File: config.mk
export PLATFORM = sky130hd
export DESIGN_NAME = whiten_frame_ctrl
export DESIGN_NICKNAME = d
export VERILOG_FILES = /design/src/rtl/whiten_pkg.sv /design/src/rtl/whiten_lfsr.sv /design/src/rtl/whiten_frame_ctrl.sv
export SDC_FILE = /design/constraint.sdc
export NUM_CORES = 1
export LEC_CHECK = 0
export CELL_PAD_IN_SITES_DETAIL_PLACEMENT = 2
export CELL_PAD_IN_SITES_GLOBAL_PLACEMENT = 2
export CORE_ASPECT_RATIO = 1.5
export CORE_UTILIZATION = 32
export CTS_CLUSTER_SIZE = 24
export DETAILED_ROUTE_END_ITERATION = 8
export PLACE_DENSITY = 0.9
export RECOVER_POWER = 100
export SLEW_MARGIN = 10
export SYNTH_ARGS = -nofsm -noshare
export SYNTH_HDL_FRONTEND = slang
export SYNTH_SLANG_ARGS = --single-unit
File: constraint.sdc
create_clock -name clk -period 6.1 [get_ports clk]
set_input_delay 1.22 -clock clk [delete_from_list [all_inputs] [get_ports clk]]
set_output_delay 1.22 -clock clk [all_outputs]
set_load 0.05 [all_outputs]
File: src/rtl/whiten_pkg.sv
// Shared types and LFSR helpers for the frame-level data whitener.
package whiten_pkg;

    localparam int unsigned LFSR_W = 16;
    localparam int unsigned TAP_HI = LFSR_W - 1;
    localparam int unsigned TAP_A  = 4;
    localparam int unsigned TAP_B  = 1;
    localparam int unsigned TAP_C  = 0;

    localparam logic [LFSR_W-1:0] SEED_DEFAULT = '1;

    typedef enum logic [1:0] {
        StIdle,
        StHdr,
        StPayload,
        StDrop
    } state_e;

    function automatic logic [LFSR_W-1:0] lfsr_next(input logic [LFSR_W-1:0] cur);
        logic fb;
        fb = cur[TAP_HI] ^ cur[TAP_A] ^ cur[TAP_B] ^ cur[TAP_C];
        return {cur[LFSR_W-2:0], fb};
    endfunction

endpackage

File: src/rtl/whiten_lfsr.sv
// Whitening LFSR state with seed load and step; bit0_o reflects a same-cycle load.
module whiten_lfsr
    import whiten_pkg::*;
(
    input  logic              clk,
    input  logic              rst_n,
    input  logic              load_i,
    input  logic              step_i,
    input  logic [LFSR_W-1:0] seed_i,
    output logic              bit0_o
);

    logic [LFSR_W-1:0] lfsr_q, lfsr_d;
    logic [LFSR_W-1:0] seed_eff;
    logic [LFSR_W-1:0] cur;

    // An all-zero seed would lock the LFSR, so it is replaced by all ones.
    always_comb begin
        seed_eff = (seed_i == '0) ? SEED_DEFAULT : seed_i;
        cur      = load_i ? seed_eff : lfsr_q;
        lfsr_d   = step_i ? lfsr_next(cur) : cur;
    end

    assign bit0_o = cur[0];

    always_ff @(posedge clk or negedge rst_n) begin
        if (!rst_n) begin
            lfsr_q <= SEED_DEFAULT;
        end else begin
            lfsr_q <= lfsr_d;
        end
    end

endmodule

File: src/rtl/whiten_frame_ctrl.sv
// Frame sequencer: header pass-through, LFSR-whitened payload, length/framing checks.
// Optional WHITEN_BYPASS_EN adds bypass_i to pass payload unwhitened per frame.
module whiten_frame_ctrl #(
    parameter int unsigned W           = 32,
    parameter int unsigned LFSR_W      = 16,
    parameter int unsigned HDR_CNT_W   = 4,
    parameter int unsigned MAX_PAYLOAD = 1024
) (
    input  logic                 clk,
    input  logic                 rst_n,
    input  logic                 s_valid,
    output logic                 s_ready,
    input  logic [W-1:0]         s_data,
    input  logic                 s_sop,
    input  logic                 s_eop,
    input  logic [LFSR_W-1:0]    seed_i,
    input  logic [HDR_CNT_W-1:0] hdr_words_i,
`ifdef WHITEN_BYPASS_EN
    input  logic                 bypass_i,
`endif
    output logic                 m_valid,
    input  logic                 m_ready,
    output logic [W-1:0]         m_data,
    output logic                 m_sop,
    output logic                 m_eop,
    output logic                 err_o,
    output logic [15:0]          frame_cnt_o
);
    import whiten_pkg::*;

    localparam int unsigned   PayW   = $clog2(MAX_PAYLOAD + 1);
    localparam logic [PayW-1:0] MaxPay = PayW'(MAX_PAYLOAD);

    state_e                 state_q, state_d;
    logic [HDR_CNT_W-1:0]   hdr_left_q, hdr_left_d;
    logic [PayW-1:0]        pay_cnt_q, pay_cnt_d;
    logic                   m_valid_q, m_valid_d;
    logic [W-1:0]           m_data_q, m_data_d;
    logic                   m_sop_q, m_sop_d;
    logic                   m_eop_q, m_eop_d;
    logic                   err_q, err_d;
    logic [15:0]            frame_cnt_q, frame_cnt_d;

    logic                   accept;
    logic                   lfsr_load, lfsr_step, lfsr_bit;
    logic                   bypass_now;
    logic                   is_hdr, is_pay;
    logic [HDR_CNT_W-1:0]   hdr_rem;
    logic [PayW-1:0]        pay_base, pay_nxt;

`ifdef WHITEN_BYPASS_EN
    logic bypass_q, bypass_d;
    assign bypass_now = s_sop ? bypass_i : bypass_q;
`else
    assign bypass_now = 1'b0;
`endif

    assign s_ready = !m_valid_q || m_ready;
    assign accept  = s_valid && s_ready;

    whiten_lfsr u_lfsr (
        .clk   (clk),
        .rst_n (rst_n),
        .load_i(lfsr_load),
        .step_i(lfsr_step),
        .seed_i(seed_i),
        .bit0_o(lfsr_bit)
    );

    always_comb begin
        state_d     = state_q;
        hdr_left_d  = hdr_left_q;
        pay_cnt_d   = pay_cnt_q;
        m_valid_d   = m_valid_q && !m_ready;
        m_data_d    = m_data_q;
        m_sop_d     = m_sop_q;
        m_eop_d     = m_eop_q;
        err_d       = 1'b0;
        frame_cnt_d = frame_cnt_q;
        lfsr_load   = 1'b0;
        lfsr_step   = 1'b0;
        is_hdr      = 1'b0;
        is_pay      = 1'b0;
        hdr_rem     = hdr_left_q;
        pay_base    = pay_cnt_q;
        pay_nxt     = pay_cnt_q;
`ifdef WHITEN_BYPASS_EN
        bypass_d    = bypass_q;
`endif

        if (accept) begin
            // Any sop starts a fresh frame; outside IDLE it also abandons the current one.
            if (s_sop) begin
                lfsr_load = 1'b1;
                err_d     = (state_q != StIdle);
`ifdef WHITEN_BYPASS_EN
                bypass_d  = bypass_i;
`endif
                if (hdr_words_i != '0) begin
                    is_hdr  = 1'b1;
                    hdr_rem = hdr_words_i;
                end else begin
                    is_pay   = 1'b1;
                    pay_base = '0;
                end
            end else begin
                unique case (state_q)
                    StIdle:    err_d = 1'b1;
                    StHdr:     is_hdr = 1'b1;
                    StPayload: is_pay = 1'b1;
                    StDrop:    if (s_eop) state_d = StIdle;
                    default:   state_d = StIdle;
                endcase
            end

            if (is_hdr) begin
                m_valid_d = 1'b1;
                m_data_d  = s_data;
                m_sop_d   = s_sop;
                m_eop_d   = s_eop;
                if (s_eop) begin
                    frame_cnt_d = frame_cnt_q + 16'd1;
                    state_d     = StIdle;
                end else if (hdr_rem == HDR_CNT_W'(1)) begin
                    pay_cnt_d = '0;
                    state_d   = StPayload;
                end else begin
                    hdr_left_d = hdr_rem - 1'b1;
                    state_d    = StHdr;
                end
            end

            if (is_pay) begin
                lfsr_step = 1'b1;
                pay_nxt   = pay_base + 1'b1;
                pay_cnt_d = pay_nxt;
                m_valid_d = 1'b1;
                m_data_d  = bypass_now ? s_data : (s_data ^ {W{lfsr_bit}});
                m_sop_d   = s_sop;
                m_eop_d   = s_eop;
                if (s_eop) begin
                    frame_cnt_d = frame_cnt_q + 16'd1;
                    state_d     = StIdle;
                end else if (pay_nxt == MaxPay) begin
                    // Over-long frame: close it here and discard the remainder.
                    m_eop_d     = 1'b1;
                    err_d       = 1'b1;
                    frame_cnt_d = frame_cnt_q + 16'd1;
                    state_d     = StDrop;
                end else begin
                    state_d = StPayload;
                end
            end
        end
    end

    always_ff @(posedge clk or negedge rst_n) begin
        if (!rst_n) begin
            state_q     <= StIdle;
            hdr_left_q  <= '0;
            pay_cnt_q   <= '0;
            m_valid_q   <= 1'b0;
            m_data_q    <= '0;
            m_sop_q     <= 1'b0;
            m_eop_q     <= 1'b0;
            err_q       <= 1'b0;
            frame_cnt_q <= '0;
`ifdef WHITEN_BYPASS_EN
            bypass_q    <= 1'b0;
`endif
        end else begin
            state_q     <= state_d;
            hdr_left_q  <= hdr_left_d;
            pay_cnt_q   <= pay_cnt_d;
            m_valid_q   <= m_valid_d;
            m_data_q    <= m_data_d;
            m_sop_q     <= m_sop_d;
            m_eop_q     <= m_eop_d;
            err_q       <= err_d;
            frame_cnt_q <= frame_cnt_d;
`ifdef WHITEN_BYPASS_EN
            bypass_q    <= bypass_d;
`endif
        end
    end

    assign m_valid     = m_valid_q;
    assign m_data      = m_data_q;
    assign m_sop       = m_sop_q;
    assign m_eop       = m_eop_q;
    assign err_o       = err_q;
    assign frame_cnt_o = frame_cnt_q;

endmodule

* Word-level counts from Yosys, hierarchy flattened
Index checks and enable logic that the tools add are counted.
** Cells by class
- Muxes and demuxes :: 56
- Bitwise logic cells :: 6
- Div/mod/pow operators :: 0
- Equality and inequality tests :: 7
- Add/subtract/negate cells :: 3
- Shift-type cells :: 0
- Reductions and logical operators :: 17
- $mul :: 0
- $lt $le $gt $ge :: 0
** Operator list (number)
- two-way mux 16 bit :: 8
- two-way mux 11 bit :: 7
- two-way mux 32 bit :: 2
- XOR 32 bit :: 1
- two-way mux 1 bit :: 28
- adder 16 x 1 -> 16 bit (second input constant) :: 1
- zero test 16 bit :: 1
- two-way mux 2 bit :: 8
- two-way mux 4 bit :: 3
- AND reduction 4 bit :: 3
- adder 11 x 1 -> 11 bit (second input constant) :: 1
- == test 11 bit (second input constant) :: 1
- nonzero test 2 bit :: 3
- nonzero test 3 bit :: 2
- == test 2 bit (second input constant) :: 2
- == test 4 x 1 -> 1 bit (second input constant) :: 1
- nonzero test 4 bit :: 1
- subtractor 4 x 1 -> 4 bit (second input constant) :: 1
- != test 3 x 1 -> 1 bit (second input constant) :: 1
- XOR 1 bit :: 3
- == test 2 x 1 -> 1 bit (second input constant) :: 1
- logical AND 1 bit :: 2
- zero test 1 bit :: 2
- zero test 2 bit :: 1
- 4 further kinds :: 5
** Word-level totals
- Memory bits (read-only) :: 0
- Register bits :: 85
- Output and inout port bits :: 53
- Bits of input ports :: 58
- Memories kept :: 0
- Word-level logic and storage cells :: 99
- Bits in latches :: 0
- Bits in writable memories :: 0

* Logic depth before layout (Yosys ltp)
Gate-level depths: netlist (run 1).
- Depth in word-level cells :: 10
- Gate-level depth with buffers :: 13
- Mapped depth without buffers :: 11

* Cells and area by module
Synthesis (run 1) repeated with hierarchy kept, for this count alone.
** Second synthesis, totals
- Cell total of the unflattened synthesis :: 444
- Area, all modules :: 4551.9 um2
** Modules (own cells, without submodules)
- whiten_frame_ctrl :: sequential area each 1726.7 um2, area each 3656.0 um2, cells an instance 370, times used 1
- whiten_lfsr :: sequential area each 420.4 um2, area each 895.9 um2, cells an instance 74, times used 1

* Least setup slack after synthesis (run 1)
Ideal clock, no wire load.
- Path type :: input to register
- Start :: input port s_sop
- End :: register frame_cnt_q[12], in the netlist frame_cnt_o[12]
- Cell stages on the path :: 13
- Arrival time :: 3.762 ns
- Slack :: 2.256 ns
- Setup time :: 0.082 ns
- Path buffers :: 2
- Required time :: 6.018 ns
- Cell sequence :: buf_4 > nand2b_1 > nor4_4 > nor2b_1 > ha_1 > and4_4 > a211oi_1 > a311oi_1 > or2_1 > o31a_1 > buf_4 > nor4_1 > xor2_1
** On the way
- Cells in the longest elaborated chain, start to end :: 7
- Elaborated cells between the ends (all ways) :: 12
- Those cells by class :: add/sub (1); eq/ne (1); mux (10)
** RTL lines
- from (decl) :: RTL line whiten_frame_ctrl.sv:14 : input logic s_sop,
- two-way mux 11 bit :: RTL line whiten_frame_ctrl.sv:93 : if (s_sop) begin
- two-way mux 11 bit :: RTL line whiten_frame_ctrl.sv:91 : if (accept) begin
- adder 11 x 1 -> 11 bit :: RTL line whiten_frame_ctrl.sv:135 : pay_nxt = pay_base + 1'b1;
- == test 11 bit :: RTL line whiten_frame_ctrl.sv:144 : end else if (pay_nxt == MaxPay) begin
- two-way mux 16 bit :: RTL line whiten_frame_ctrl.sv:144
- two-way mux 16 bit :: RTL line whiten_frame_ctrl.sv:141 : if (s_eop) begin
- two-way mux 16 bit * :: RTL line whiten_frame_ctrl.sv:133 : if (is_pay) begin
- to (signal assigned) :: RTL line whiten_frame_ctrl.sv:180 : frame_cnt_q <= frame_cnt_d;
- to (decl) :: RTL line whiten_frame_ctrl.sv:42 : logic [15:0] frame_cnt_q, frame_cnt_d;
Every way passes the cells marked *; elsewhere a longest branch is shown, timed or not. The select of a mux whose other input is x is not followed.
A chain may end at the register's enable or synchronous reset.

* Worst setup path in the final report (run 1)
- Start :: input port s_sop
- End :: register frame_cnt_q[6], in the netlist frame_cnt_o[6]
The elaborated chain is that of the path after synthesis.

==> results of run 1 <==
-- area by class of cell --
type	count	area [um2]
Fill cell	1351	7220
Clock buffer	11	243
Multi-Input combinational cell	330	2060
Timing Repair Buffer	118	1140
Clock inverter	4	56.3
Inverter	5	18.8
Sequential cell	85	2150
Tap cell	159	199
-- report_power, final --
group	switching (mW)	leakage [nW]	internal, mW	total (mW)
Sequential	0.130	1.05	0.775	0.905
Combinational	0.814	1.25	0.360	1.17
Clock	0.235	0.146	0.330	0.565
Total	1.18	2.44	1.46	2.64
-- state kept, by name, indices dropped and copies added, names as in the netlist --
name,cells
m_data,32
frame_cnt_o,16
u_lfsr.lfsr_q,16
pay_cnt_q,11
hdr_left_q,4
state_q,2
err_o,1
m_eop,1
m_sop,1
m_valid,1
-- stage by stage --
step | std cells | hold slack, ns | total power [mW]
2_1_floorplan | 443 | 0.451 | 1.65
3_3_place_gp | 697 | 0.461 | 2.07
3_5_place_dp | 697 | 0.474 | 2.14
4_1_cts | 712 | 0.505 | 2.74
5_1_grt | 712 | 0.512 | 2.78
6_report | 712 | 0.493 | 2.64
-- placed cells by master, fill, tap and decap left out, drive strengths merged, types with 2 or more instances in the layout --
master         instances
and3                   8
dfstp                 16
mux2i                  7
xor2                  14
clkinv                 2
a22o                   2
o221ai                 3
dlygate4sd3           54
clkbuf                17
or3                    4
buf                    3
or2                    3
inv                    6
a22oi                  4
nand2                 66
o21ai                 64
nand2b                 6
mux2                   4
nor2                  22
o22ai                 11
xnor2                 42
a21oi                  9
o22a                   2
nand4                  4
nor4                   9
nor2b                  3
nand3                  8
clkdlybuf4s50         55
o31ai                  6
ha                     5
o211ai                 2
nor3                   3
and2                   5
dfrtp                 69
a211oi                 2
-- worst max-delay path, cell delays in order --
cell,delay (ns)
dlygate4sd3_1,0.53
clkbuf_1,0.58
nand2b_1,0.19
nor4_4,0.45
nor2b_1,0.18
ha_1,0.32
and4_4,0.23
a211oi_1,0.28
a311oi_1,0.09
or2_0,0.28
o31a_1,0.46
nor3_1,0.36
xor2_1,0.24
-- how the worst max path moves through the flow --
| stage | endpoint | slack, ns | cells after the start |
|---|---|---|---|
| finish | frame_cnt_o[6]$_DFFE_PN0P_ | 0.93 | 13 |
| global route | frame_cnt_o[12]$_DFFE_PN0P_ | 0.62 | 13 |
| CTS | frame_cnt_o[8]$_DFFE_PN0P_ | 1.46 | 13 |
| detailed placement | frame_cnt_o[12]$_DFFE_PN0P_ | 1.20 | 13 |
| global placement | frame_cnt_o[8]$_DFFE_PN0P_ | 1.37 | 13 |
| floorplan | frame_cnt_o[12]$_DFFE_PN0P_ | 2.26 | 13 |
-- kinds of logic after synthesis --
kind of cell	count (synthesis)
simple gates	144
mux	11
flops	85
fa+ha+maj	5
compound gates	114
buf+inv	28
xor+xnor	56
-- metal layers --
metal / up-vias / routed length [um] / global-route usage, %
met5: - / 0 / 0
met4: 0 / 495 / 9.98
met3: 38 / 834 / 5.90
met2: 122 / 8160 / 42.6
met1: 1916 / 5390 / 22.7
li1: 1753 / - / -
==> Implementation_results.wiki, run 1 <==
{| class="wikitable"
! Metric !! Value
|-
| Cell type contributing the most total cell area after synthesis || dfrtp_1
|-
| Most frequently used cell type in the post-synthesis netlist || dfrtp_1
|-
| Post-synth ARST share || 100%
|-
| Post-route cell area || 0.00586 mm2
|-
| Clock tree sinks || 85
|-
| Average instance area after synthesis || 9.72 um2
|-
| Clock Root Buffer || clkbuf_16
|-
| Adder-Cell Fraction of Synth Area || 1.45%
|-
| Seq cells post-synth || 85
|-
| DR pass1 iterations || 4
|-
| Area overhead of the layout relative to synthesis || 36.1%
|-
| Slew at the pin with the worst max-slew slack || 1.73 ns
|-
| Post-Syn Instances || 443
|-
| Die height || 144 um
|-
| Standard cell core area || 0.0131 mm2
|-
| Crit share post-route || 84.7%
|-
| Fraction of layout cells with a size suffix above 1 || 8.14%
|-
| Endpoint of the most critical register-to-register path || m_data[27]$_DFFE_PN0P_
|-
| Number of rows in the core area || 51
|-
| Max Clock Freq || 194 MHz
|-
| Data arrival at the endpoint of the critical path || 5.42 ns
|-
| Most numerous cell types in the synthesized netlist || dfrtp_1 (69), nand2_1 (66), o21ai_0 (62), xnor2_1 (42), nor2_1 (22)
|-
| GRT Overall Usage || 22.3%
|-
| CP Capture Type || flop
|-
| Type of the most critical hold path || flop to flop
|-
| I/O pin count || 111
|-
| Peak supply drop || 0.326 mV
|-
| Total nets after synthesis || 506
|-
| Count of instances resized after the clock tree is built || 0
|-
| Sequential cell area fraction in the yosys report || 49.9%
|-
| Layout Nets || 612
|-
| Destination of the worst hold path || m_data[17]$_DFFE_PN0P_
|-
| Placer congestion estimate || 0.791
|-
| Clock buffers created by TritonCTS || 9
|-
| Number of post-CTS setup repair buffers || 0
|-
| Area of the die || 0.0139 mm2
|-
| Critical Path Source Type || primary input
|-
| Remaining antenna violation count || 0
|-
| Post-route clock skew || 0.0123 ns
|-
| Final setup viols || 0
|-
| Worst Hold Launch || m_data[17]$_DFFE_PN0P_
|-
| Crit Path Class || primary input to flop
|-
| Static Leak || 2.44 nW
|-
| Placed instance area || 0.00558 mm2
|-
| Cell variety after synth || 50
|-
| Final setup slack of the worst path || 0.934 ns
|-
| Leading post-synthesis cells by cell area || dfrtp_1 (40%), dfstp_2 (9.8%), xnor2_1 (8.5%)
|-
| Post-synth EDFFs || 0
|-
| H-tree depth || 3
|-
| Antenna violations before repair || 0
|-
| Via count of the first global-routing pass || 4,547
|-
| Ys flop type || dfrtp_1
|-
| Detailed Place HPWL || 10.5 mm
|-
| Number of max-capacitance violations reported || 1
|-
| Area share of xor/xnor cells in the synthesized design || 11.4%
|-
| Start point of the critical path || s_sop
|-
| Routed wire length per instance || 20.9 um
|-
| PwrDens || 451 mW/mm2
|-
| First-pass GRT wire length || 24.0 mm
|-
| Area share of the largest cell type after synthesis || 40.1%
|-
| First DRT Iteration DRCs || 150
|-
| DRC violations left || 0
|-
| Remaining max-slew budget at the tightest pin || -15.1%
|-
| Worst-case register-to-register setup slack || 2.68 ns
|-
| Post-synthesis instance area || 0.00431 mm2
|-
| Largest fanout on the critical path || 18
|-
| Required arrival time at the worst endpoint || 6.35 ns
|-
| Post-DR vias/cell || 5.38
|-
| Final Util || 44.8%
|-
| Width of the chip || 96.7 um
|-
| Post-Route Setup TNS || 0 ns
|-
| Setup repair after global routing missed its margin || no
|-
| Overflow left after global routing || 0
|-
| Clock tree from TritonCTS || built
|-
| Depth of the worst register-to-register path || 8
|-
| Number of vias after detailed routing || 3,829
|-
| Pre-CTS worst setup slack || 1.20 ns
|-
| Starting utilization of the core area || 32.9%
|-
| Main combinational cell family by area after synthesis || simple AND/OR/NAND/NOR gates
|-
| Number of max-slew violations in the final report || 69
|-
| Largest buffer count on any clock path || 2
|-
| Hold path cells || 2
|-
| Number of warnings issued by yosys || 0
|-
| Final routed wirelength across all metal layers || 14.9 mm
|-
| Total inserted antenna cells || 0
|-
| Run status || finished, violations left
|-
| Multiplexer share of the synthesized area || 2.67%
|-
| Compound-Gate Fraction of Synth Area || 15.8%
|-
| Buffers on Ports || 110
|-
| Final critical-path required period || 5.17 ns
|-
| Clock latency of the later-clocked register in the worst-skew pair || 0.35 ns
|-
| Worst flop-to-flop path startpoint || m_valid$_DFF_PN0_
|-
| Hold-fix buffers at CTS || 0
|-
| Hold violation total from the final report || 0
|-
| Maximum number of pins on one net before global-route repair || 71
|-
| Violated checks || max-capacitance violations, max-slew violations
|-
| Register clock-pin slew on the reported worst setup and hold paths || 0.07 ns
|-
| Simple-gate area share of the yosys netlist || 16.1%
|}
No activity file was read; power rests on OpenSTA's default activity.
==> inputs of run 2 (changes only) <==
--- a/config.mk
+++ b/config.mk
@@ -8,10 +8,10 @@
 export CELL_PAD_IN_SITES_DETAIL_PLACEMENT = 2
 export CELL_PAD_IN_SITES_GLOBAL_PLACEMENT = 2
 export CORE_ASPECT_RATIO = 1.5
-export CORE_UTILIZATION = 32
+export CORE_UTILIZATION = 27
 export CTS_CLUSTER_SIZE = 24
 export DETAILED_ROUTE_END_ITERATION = 8
-export PLACE_DENSITY = 0.9
+export PLACE_DENSITY = 0.82
 export RECOVER_POWER = 100
 export SLEW_MARGIN = 10
 export SYNTH_ARGS = -nofsm -noshare
==> constraint.sdc (replaced) <==
create_clock -name clk -period 4.15 [get_ports clk]
set_input_delay 0.83 -clock clk [delete_from_list [all_inputs] [get_ports clk]]
set_output_delay 0.83 -clock clk [all_outputs]
set_load 0.05 [all_outputs]
==> run 2 against run 1 <==
Net effect:
- the flow still finishes with violations (max-capacitance violations, max-slew violations)
- sequential share of layout area is 0.56 points lower
- sequential cell count did not move
- via count fell by 2.2%
- die area increased by 18%
- critical path depth shrank 1
- routed wire length is 10% lower
- core utilization decreased by 6.7 points
- design area rose by 1.5%
- first-iteration DRC count shrank 43%
- register-to-register slack lost 1.6 ns
- power rose by 47%
- cell count is 6.6% higher
- largest power group unchanged
- highest routed layer unchanged
==> Implementation_results.wiki, run 2 (synthesis gave the netlist of run 1 again) <==
{| class="wikitable"
! Metric !! Value
|-
| Peak supply drop || 0.295 mV (-9.5%)
|-
| Violated checks || max-capacitance violations, max-slew violations
|-
| Post-DR vias/cell || 4.94 (-8.2%)
|-
| Clock Root Buffer || clkbuf_16
|-
| Area overhead of the layout relative to synthesis || 38.2%
|-
| Buffers on Ports || 110 (unchanged)
|-
| Clock power share || 22.6% (+1.2 points)
|-
| Largest buffer count on any clock path || 2 (unchanged)
|-
| Post-Route Setup TNS || 0 ns (unchanged)
|-
| Final Util || 38.1% (-6.7 points)
|-
| Maximum number of pins on one net before global-route repair || 68 (-4.2%)
|-
| Highest-count cells in the layout ignoring fill and taps || dfrtp_1 (69), nand2_1 (66), o21ai_0 (63)
|-
| Number of post-CTS setup repair buffers || 0 (unchanged)
|-
| Leading cell type in the layout, fill and taps excluded || dfrtp_1
|-
| Remaining antenna violation count || 0 (unchanged)
|-
| Cell internal power dissipation || 2.18 mW (+49%)
|-
| Depth of the worst register-to-register path || 9 (+1)
|-
| Switching power of the nets || 1.69 mW (+44%)
|-
| Placed instance area || 0.00565 mm2 (+1.3%)
|-
| Pre-CTS worst setup slack || 0.0245 ns (-1.17 ns)
|-
| Proportion of power drawn by flip-flops and latches || 34.0% (-0.2 points)
|-
| Width of the chip || 105 um (+8.7%)
|-
| Number of max-capacitance violations reported || 1 (unchanged)
|-
| Largest fanout on the critical path || 6 (-12)
|-
| Clock latency of the later-clocked register in the worst-skew pair || 0.34 ns (about the same)
|-
| CP Capture Type || flop
|-
| Crit Path Class || primary input to flop
|-
| Crit share post-route || 92.0%
|-
| Clock tree sinks || 85 (unchanged)
|-
| Type of the most critical hold path || flop to flop
|-
| Slew at the pin with the worst max-slew slack || 1.64 ns (-0.0883 ns)
|-
| Max Clock Freq || 262 MHz
|-
| PwrDens || 651 mW/mm2 (+44%)
|-
| Endpoint of the most critical register-to-register path || m_data[3]$_DFFE_PN0P_
|-
| Setup repair after global routing missed its margin || no
|-
| Hold path cells || 2 (unchanged)
|-
| Routed wire length per instance || 17.6 um (-16%)
|-
| Standard cell core area || 0.0156 mm2 (+19%)
|-
| Placer congestion estimate || 0.813 (+2.7%)
|-
| Final critical-path required period || 3.82 ns
|-
| Final setup slack of the worst path || 0.332 ns (-0.602 ns)
|-
| Clock tree from TritonCTS || built
|-
| GRT Overall Usage || 17.2% (-5.1 points)
|-
| Remaining max-slew budget at the tightest pin || -9.25% (+5.9 points)
|-
| Via count of the first global-routing pass || 4,357 (-4.2%)
|-
| Required arrival time at the worst endpoint || 4.42 ns (-1.93 ns)
|-
| Final routed wirelength across all metal layers || 13.4 mm (-10%)
|-
| Starting utilization of the core area || 27.6% (-5.4 points)
|-
| Combinational Power Share || 43.4% (-1.0 points)
|-
| DR pass1 iterations || 4 (unchanged)
|-
| Run status || finished, violations left
|-
| Number of max-slew violations in the final report || 64 (-7.2%)
|-
| Antenna violations before repair || 0 (unchanged)
|-
| Count of instances resized after the clock tree is built || 0 (unchanged)
|-
| Clock buffers created by TritonCTS || 9 (unchanged)
|-
| I/O pin count || 111 (unchanged)
|-
| Hold violation total from the final report || 0 (unchanged)
|-
| Detailed Place HPWL || 9.99 mm (-4.8%)
|-
| Post-route clock skew || 0.00908 ns (-0.00318 ns)
|-
| First-pass GRT wire length || 22.2 mm (-7.6%)
|-
| Register clock-pin slew on the reported worst setup and hold paths || 0.07 ns (about the same)
|-
| Layout Nets || 614 (+0.33%)
|-
| Area of the die || 0.0165 mm2 (+18%)
|-
| Switching share of power || 43.7% (-0.90 points)
|-
| Total design power || 3.87 mW (+47%)
|-
| Total area of multi-input combinational cells || 0.00205 mm2 (-0.43%)
|-
| Critical Path Source Type || primary input
|-
| Filler Cells Inserted || 1,698 (+26%)
|-
| Number of vias after detailed routing || 3,746 (-2.2%)
|-
| Worst flop-to-flop path startpoint || m_valid$_DFF_PN0_
|-
| Total inserted antenna cells || 0 (unchanged)
|-
| Timing endpoint of the critical path || frame_cnt_o[8]$_DFFE_PN0P_
|-
| Fraction of layout cells with a size suffix above 1 || 9.17% (+1.0 points)
|-
| Hold-fix buffers at CTS || 0 (unchanged)
|-
| Post-route cell area || 0.00595 mm2 (+1.5%)
|-
| Flip-flop count of the largest register, all copies and words added || 32 (unchanged)
|-
| Overflow left after global routing || 0 (unchanged)
|-
| Worst-case register-to-register setup slack || 1.05 ns (-1.63 ns)
|-
| DRC violations left || 0 (unchanged)
|-
| Static Leak || 2.47 nW (+1.5%)
|-
| Final setup viols || 0 (unchanged)
|-
| Number of rows in the core area || 56 (+9.8%)
|-
| Sequential cell area || 0.00215 mm2 (unchanged)
|-
| Data arrival at the endpoint of the critical path || 4.08 ns (-1.34 ns)
|-
| Die height || 157 um (+8.7%)
|-
| H-tree depth || 3 (unchanged)
|-
| First DRT Iteration DRCs || 85 (-43%)
|-
| Start point of the critical path || hdr_words_i[3]
|}
[run 2: power by group through the flow]
stage	Sequential (mW)	Combinational (mW)	Clock, mW
detailed placement	1.34	1.78	0
CTS	1.33	1.79	0.914
finish	1.32	1.68	0.877
global placement	1.33	1.71	0
global route	1.36	1.80	0.940
floorplan	1.98	0.455	0
[run 2: routing by layer]
metal / wire [um] / track usage [%]
met2: 7430 / 33.3
met1: 5030 / 17.7
met4: 249 / 5.70
met5: 0 / 0
met3: 659 / 4.62
[run 2: cell type report]
type                    instances  area share, %
clock buffers                  10           4.21
clock inverters                 6           1.22
repair buffers                120           19.5
flip-flops and latches         85           36.1
inverters                       5          0.316
multi-input cells             330           34.4
well taps                     203           4.27
[run 2: worst max-delay path, cell delays in order]
cell and delay, ns:
clkdlybuf4s50_1 0.55, nand2b_1 0.17, nor4_4 0.06, nor2b_1 0.23, ha_1 0.32, and2_1 0.18
a21oi_1 0.07, nor4_1 0.40, o21ai_0 0.24, o31a_1 0.43, nor4b_1 0.42, xor2_1 0.18
[run 2: worst min path at each step]
stage,to,slack (ns),from
floorplan,hdr_left_q[2]$_DFFE_PN0P_,0.45,hdr_left_q[2]$_DFFE_PN0P_
global placement,m_data[18]$_DFFE_PN0P_,0.46,m_data[18]$_DFFE_PN0P_
detailed placement,m_sop$_DFFE_PN0P_,0.47,m_sop$_DFFE_PN0P_
CTS,m_sop$_DFFE_PN0P_,0.49,m_sop$_DFFE_PN0P_
global route,m_data[20]$_DFFE_PN0P_,0.51,m_data[20]$_DFFE_PN0P_
finish,m_data[19]$_DFFE_PN0P_,0.48,m_data[19]$_DFFE_PN0P_
[run 2: per-stage QoR]
step / instances / hold slack (ns)
6_report: 759 / 0.476
5_1_grt: 759 / 0.505
3_3_place_gp: 743 / 0.462
3_5_place_dp: 743 / 0.469
2_1_floorplan: 443 / 0.451
4_1_cts: 759 / 0.490
